<file path="src/rtl/quadra_pkg.sv">
// quadra_pkg: shared definitions for the quadra evaluator and its result FIFO.
//   Y_W            - width of a quadra result
//   y_t            - quadra result type
//   QUADRA_LAT     - falling edges from x sampled to y stable
//   RES_FIFO_DEPTH - entries in the downstream result FIFO
//   level_t        - FIFO occupancy count, 0..RES_FIFO_DEPTH inclusive
package quadra_pkg;

    localparam int Y_W            = 23;
    localparam int QUADRA_LAT     = 3;
    localparam int RES_FIFO_DEPTH = 8;
    localparam int LEVEL_W        = $clog2(RES_FIFO_DEPTH) + 1;

    typedef logic [Y_W-1:0]     y_t;
    typedef logic [LEVEL_W-1:0] level_t;

endpackage

</file>
<file path="src/rtl/quadra_valid_delay.sv">
// quadra_valid_delay: LAT-deep shift register that follows each accepted
// sample through quadra's pipeline.
//   clk      - clock, state updates on the falling edge
//   rst_b    - synchronous active-low reset, clears every stage
//   accept   - a sample entered quadra at this edge
//   vlast    - the result emerging from quadra this cycle is real
//   inflight - number of real samples currently inside quadra
module quadra_valid_delay
    import quadra_pkg::*;
#(
    parameter int LAT  = QUADRA_LAT,
    parameter int CW   = $clog2(LAT + 1)
) (
    input  logic          clk,
    input  logic          rst_b,
    input  logic          accept,
    output logic          vlast,
    output logic [CW-1:0] inflight
);

    logic [LAT-1:0] vpipe;

    always_ff @(negedge clk) begin
        if (!rst_b) begin
            vpipe <= '0;
        end else begin
            vpipe[0] <= accept;
            for (int i = 1; i < LAT; i++) begin
                vpipe[i] <= vpipe[i-1];
            end
        end
    end

    always_comb begin
        inflight = '0;
        for (int i = 0; i < LAT; i++) begin
            inflight = inflight + CW'(vpipe[i]);
        end
    end

    assign vlast = vpipe[LAT-1];

endmodule

</file>
<file path="src/rtl/quadra_result_fifo.sv">
// quadra_result_fifo: captures quadra results for accepted samples into a
// first-word-fall-through FIFO. quadra cannot stall, so upstream is held
// off by credit: a sample is only accepted when every result already
// stored or still in flight has a guaranteed FIFO slot.
//   clk       - clock, all state updates on the falling edge
//   rst_b     - synchronous active-low reset
//   in_valid  - x presented to quadra this cycle is a real sample
//   in_ready  - a sample can be accepted this cycle
//   y         - quadra result
//   out_valid - out_y holds the oldest stored result
//   out_y     - head of FIFO
//   out_ready - consumer takes the head at this edge
//   level     - stored entries
//   err_drop  - sticky, in_valid was seen while in_ready was low
module quadra_result_fifo
#(
    parameter int Y_W   = quadra_pkg::Y_W,
    parameter int LAT   = quadra_pkg::QUADRA_LAT,
    parameter int DEPTH = quadra_pkg::RES_FIFO_DEPTH
) (
    input  logic                     clk,
    input  logic                     rst_b,
    input  logic                     in_valid,
    output logic                     in_ready,
    input  logic [Y_W-1:0]           y,
    output logic                     out_valid,
    output logic [Y_W-1:0]           out_y,
    input  logic                     out_ready,
    output logic [$clog2(DEPTH):0]   level,
    output logic                     err_drop
);

    import quadra_pkg::*;

    localparam int PW = $clog2(DEPTH);
    localparam int LW = PW + 1;
    localparam int CW = $clog2(LAT + 1);
    localparam int SW = LW + 1;
    localparam logic [LW-1:0] DEPTH_L = LW'(DEPTH);

    logic [Y_W-1:0] mem [DEPTH];
    logic [PW-1:0]  wr_ptr;
    logic [PW-1:0]  rd_ptr;
    logic [CW-1:0]  inflight;
    logic [SW-1:0]  credit_sum;
    logic           accept;
    logic           wr_en;
    logic           pop;

    // Credit counts results still inside quadra as if already stored.
    assign credit_sum = SW'(level) + SW'(inflight);
    assign in_ready   = credit_sum < SW'(DEPTH);
    assign accept     = in_valid && in_ready;

    assign out_valid  = (level != '0);
    assign out_y      = mem[rd_ptr];
    assign pop        = out_valid && out_ready;

    quadra_valid_delay #(
        .LAT (LAT),
        .CW  (CW)
    ) u_valid_delay (
        .clk      (clk),
        .rst_b    (rst_b),
        .accept   (accept),
        .vlast    (wr_en),
        .inflight (inflight)
    );

    // Storage is not reset; out_y is only meaningful while out_valid is high.
    always_ff @(negedge clk) begin
        if (rst_b && wr_en) begin
            mem[wr_ptr] <= y;
        end
    end

    always_ff @(negedge clk) begin
        if (!rst_b) begin
            wr_ptr   <= '0;
            rd_ptr   <= '0;
            level    <= '0;
            err_drop <= 1'b0;
        end else begin
            if (wr_en) begin
                wr_ptr <= wr_ptr + 1'b1;
            end
            if (pop) begin
                rd_ptr <= rd_ptr + 1'b1;
            end
            level <= level + LW'(wr_en) - LW'(pop);
            if (in_valid && !in_ready) begin
                err_drop <= 1'b1;
            end
        end
    end

    level_in_range: assert property (@(negedge clk) disable iff (!rst_b) level <= DEPTH_L);

endmodule
</file>
<file path="config.mk">
export PLATFORM = sky130hd
export DESIGN_NAME = quadra_result_fifo
export DESIGN_NICKNAME = d
export VERILOG_FILES = /design/src/rtl/quadra_pkg.sv /design/src/rtl/quadra_valid_delay.sv /design/src/rtl/quadra_result_fifo.sv
export SDC_FILE = /design/constraint.sdc
export NUM_CORES = 1
export LEC_CHECK = 0
export ABC_AREA = 0
export CORE_MARGIN = 4
export CORE_UTILIZATION = 60
export CTS_BUF_LIST = sky130_fd_sc_hd__clkbuf_8
export DETAILED_ROUTE_END_ITERATION = 7
export PLACE_DENSITY = 0.85
export SKIP_LAST_GASP = 1
export SLEW_MARGIN = 10
export SYNTH_ARGS = -nofsm -noshare
export SYNTH_HDL_FRONTEND = slang
export SYNTH_SLANG_ARGS = --single-unit
</file>
<file path="constraint.sdc">
create_clock -name clk -period 7.1 [get_ports clk]
set_input_delay 1.42 -clock clk [delete_from_list [all_inputs] [get_ports clk]]
set_output_delay 1.42 -clock clk [all_outputs]
set_load 0.005 [all_outputs]
</file>
# --- Word level (Yosys, flattened, before mapping) ---
# Memory sizes are Yosys's and may differ from the RTL's. A register that Yosys moved wholly into a read port is not among the register bits.
# Index checks and enable logic that the tools add are counted.
totals:
  ff_bits: 14
  ram_bits: 184
  in_bits: 27
  output_inout_bits: 30
  elab_cells: 24
  mem_count: 1
classes:
  n_addsub: 7
  order_cmp: 1
  mux: 4
  n_reduce_logical: 6
mem_list:
  columns: ["name", "words", "word_bits", "read_ports", "rd_ports_with_merged_regs", "write_ports", "line", "text"]
  rows:
  - ["mem", 8, 23, 1, 1, 1, "quadra_result_fifo.sv:41", "logic [Y_W-1:0] mem [DEPTH];"]
op_table:
  columns: ["op", "n"]
  rows:
  - ["$add A3 B1 Y3 const B", 2]
  - ["$mux W3", 2]
  - ["$add A4 B2 Y5", 1]
  - ["$lt A5 B4 Y1 const B", 1]
  - ["$add A4 B1 Y4", 1]
  - ["$logic_and A1 B1 Y1", 4]
  - ["$reduce_bool A4 Y1", 1]
  - ["$sub A4 B1 Y4", 1]
  - ["$add A1 B1 Y2", 1]
  - ["$add A2 B1 Y2", 1]
  - ["$mux W1", 2]
  - ["$logic_not A1 Y1", 1]

# --- Logic depth before layout (Yosys ltp) ---
logic_depth:
  ltp_word: 6
  mapped_depth: 10
  mapped_depth_nobuf: 10

# --- By module ---
# From an unflattened synthesis, not the netlist that was laid out.
unflattened:
  hier_cells: 365
  area_unflattened_um2: 7916.3
modules_own_cells:
  columns: ["module", "n_inst", "cells_per_inst", "area_per_inst_um2", "seq_area_each_um2"]
  rows:
  - ["quadra_result_fifo", 1, 357, 7813.7, 5805.6]
  - ["quadra_valid_delay", 1, 8, 102.6, 60.1]

==> reports/summary.md <==
• **run status** complete, but fails checks
• **violations in the final reports** setup timing
• **weighted congestion reported at the end of routability-driven placement** 0.752
• **Synthesis Warnings** 0
• **detailed-router iteration count before antenna repair** 5
• **leakage component of the power** 4.37 nW
• **Post-CTS Hold Buffers** 0
• **most frequently used flop master after synthesis** edfxtp_1
• **area delta synth->final** 33.2%
• **critical path's largest stage delay** 0.48 ns
• **total power divided by cell area** 334 nW/um2
• **CP Class** reg2out
• **top cell family by delay on the critical path** multiplexers
• **setup repair after global routing missed its margin** yes
• **required time at the endpoint of the critical path** 5.68 ns
• **Core Footprint** 12700 um2
• **All-Layer GR Usage** 0.304
• **HPWL after DPL** 8370 um
• **Chip Height** 123 um
• **Total Routed Length** 21500 um
• **instance count of the mapped netlist** 356
• **clock latency reported for the late side of the worst-skew pair** 0.62 ns
• **worst-case setup margin in the final layout** -0.123 ns
• **Yosys top cell by area** edfxtp_1
• **share of synthesized area occupied by flip-flops and latches** 0.745
• **row count** 41
• **clock tree skew after final layout** 0.0619 ns
• **post-synthesis instance area** 7880 um2
• **number of H-tree branching levels** 1
• **net total in the final layout** 717
• **initial core utilization** 0.619
• **distinct cell type count of the synthesized netlist** 30
• **count of final setup violators** 24
• **cell with the biggest individual delay on the critical path** mux4_2
• **ant diodes** 0
• **overall die width** 123 um
• **count of buffers from port buffering** 56
• **first-pass GRT wire length** 32700 um
• **total grt overflow** 0
• **Multi-input gate area** 1890 um2
• **antenna violations before repair** 0
• **Rel. slew slack** 0.630
• **Setup crit start kind** flip-flop
• **FF/Latch Area** 5870 um2
• **nets in the synthesized netlist** 394
• **slew at the pin with the worst max-slew slack** 0.555 ns
• **overall power after layout** 0.00351 W
• **area fraction of the dominant cell type after synthesis** 0.702
• **Clock Root Buffer** clkbuf_8
• **floorplan die area** 15000 um2
• **maximum vdd ir drop** 0.181 mV
• **flops & latches, synth** 201
• **TritonCTS clock tree** done
• **antenna violation net count after detailed routing** 0
• **Sinks on Clock Net** 201
• **number of vias per cell** 5.80
• **count of boundary I/O pins** 57
• **chain of cells forming the critical path** buf_12, buf_16, buf_4, mux4_2, mux2_4, buf_6
• **Synth async-reset ratio** 0
• **endpoint type of the worst setup path** primary output
• **buffer levels on the longest clock path** 3
• **combined buffer and inverter count along the critical path** 4
• **CTS clk-pin slew, worst paths** 0.03 ns
• **average wire length per cell after detail routing** 24.7 um
• **critical path arrival** 5.80 ns
• **Post-route DRC** 0
• **min-delay worst type** reg2reg
• **CP max FO** 7
• **number of pins with negative max-slew slack in the final report** 0
• **max-cap check violation count** 0
• **via count of the first global-routing pass** 5863
• **number of hold-slack violations in the final timing report** 0
• **Post-synth EDFFs** 184
• **Avg Inst Size Synth** 22.1 um2
• **layout cells sized above 1** 0.279
• **maximum number of pins on one net before global-route repair** 25
• **dominant cells by area after synthesis** edfxtp_1, mux4_1, dfxtp_1, mux2_2, mux4_2
• **setup TNS** -1.85 ns
• **fillers** 588
• **number of buffers added by the clock tree synthesis step** 30
• **Via Count** 5043
• **violation count after the first detailed-routing iteration** 563
## sequential cells by signal, indices dropped and copies added, names as in the netlist, named ones only
register / flops
mem: 184
err_drop: 1
wr_ptr: 3
level: 4
rd_ptr: 3
u_valid_delay.vpipe: 3
## cells by family (layout without fill, tap and decap cells)
group	Yosys count	after routing	share of synthesized area
xor+xnor	3	3	0.00334
simple gates	35	35	0.0219
compound gates	11	11	0.00842
mux	72	72	0.186
buf+inv	23	365	0.0164
flops	201	201	0.745
fa+ha+maj	11	11	0.0194
## synth_stat cells, types with 3 or more instances
| master | instances |
|---|---|
| buf_2 | 4 |
| nand2b_1 | 4 |
| mux2i_1 | 3 |
| dfxtp_1 | 17 |
| a21oi_1 | 4 |
| nand3_1 | 3 |
| mux4_1 | 37 |
| ha_1 | 9 |
| clkbuf_1 | 3 |
| nand2_1 | 5 |
| inv_1 | 10 |
| o21ai_0 | 3 |
| mux2_2 | 23 |
| edfxtp_1 | 184 |
| mux4_2 | 9 |
| nor2_1 | 12 |
| buf_6 | 5 |
| and2_1 | 5 |
## cells in the final DEF (no fill, tap or decap), types with 4 or more instances in the layout
cell               n
inv_1            221
buf_4             21
clkdlybuf4s50_1   31
nor2_1             6
edfxtp_1         184
buf_12            15
mux4_2            44
dfxtp_1           13
nand2_1            4
ha_1               9
mux2_4            22
nor2_2             6
nand2b_1           4
clkinvlp_2         9
a21oi_1            4
clkbuf_8          31
buf_6             31
and2_1             5
## area by class of cell
type                    count  area share
clock buffers              31      0.0407
clock inverters           221      0.0802
inverters                   9     0.00322
multi-input cells         132       0.180
flip-flops and latches    201       0.560
well taps                 172      0.0205
repair buffers            104       0.115
## worst paths after layout
path	to	depth (start not counted)	slack [ns]	from
max	out_y[12]	6	-0.12	flip-flop
min	u_valid_delay.vpipe[2]	1	0.46	u_valid_delay.vpipe[1]
max reg2reg	level[1]	10	4.84	level[2]
min reg2reg	u_valid_delay.vpipe[2]	1	0.46	u_valid_delay.vpipe[1]
## routing by layer
layer,wire length (um),GRT usage,vias up
li1,-,-,2104
met1,7620,0.367,2475
met2,11000,0.486,399
met3,1950,0.0843,65
met4,863,0.197,0
met5,0,0,-
## report_power, final
part / switching (W) / total, W / internal (W)
Clock: 0.000857 / 0.00141 / 0.000555
Sequential: 0.0000303 / 0.00135 / 0.00132
Combinational: 0.000278 / 0.000741 / 0.000463
## per-stage QoR
| step | area [um2] | instances | worst slack [ns] | utilization | hold slack (ns) |
|---|---|---|---|---|---|
| 3_5_place_dp | 8870 | 592 | -0.0310 | 0.697 | 0.455 |
| 6_report | 10500 | 870 | -0.123 | 0.825 | 0.463 |
| 2_1_floorplan | 7890 | 356 | 0.251 | - | 0.435 |
| 5_1_grt | 10500 | 870 | -0.171 | 0.825 | 0.484 |
| 4_1_cts | 10500 | 870 | -0.195 | 0.826 | 0.465 |
| 3_3_place_gp | 8870 | 592 | 0.0294 | 0.697 | 0.457 |
## timing repair
| item | 4_1_cts | 5_1_grt |
|---|---|---|
| gates cloned | 4 | 0 |
| pin swaps | 3 | 1 |
| endpoints found under the setup margin | 25 | 25 |
| buffers inserted | 23 | 7 |
| resized for setup | 189 | 19 |
Power figures use the tool's default switching activity.
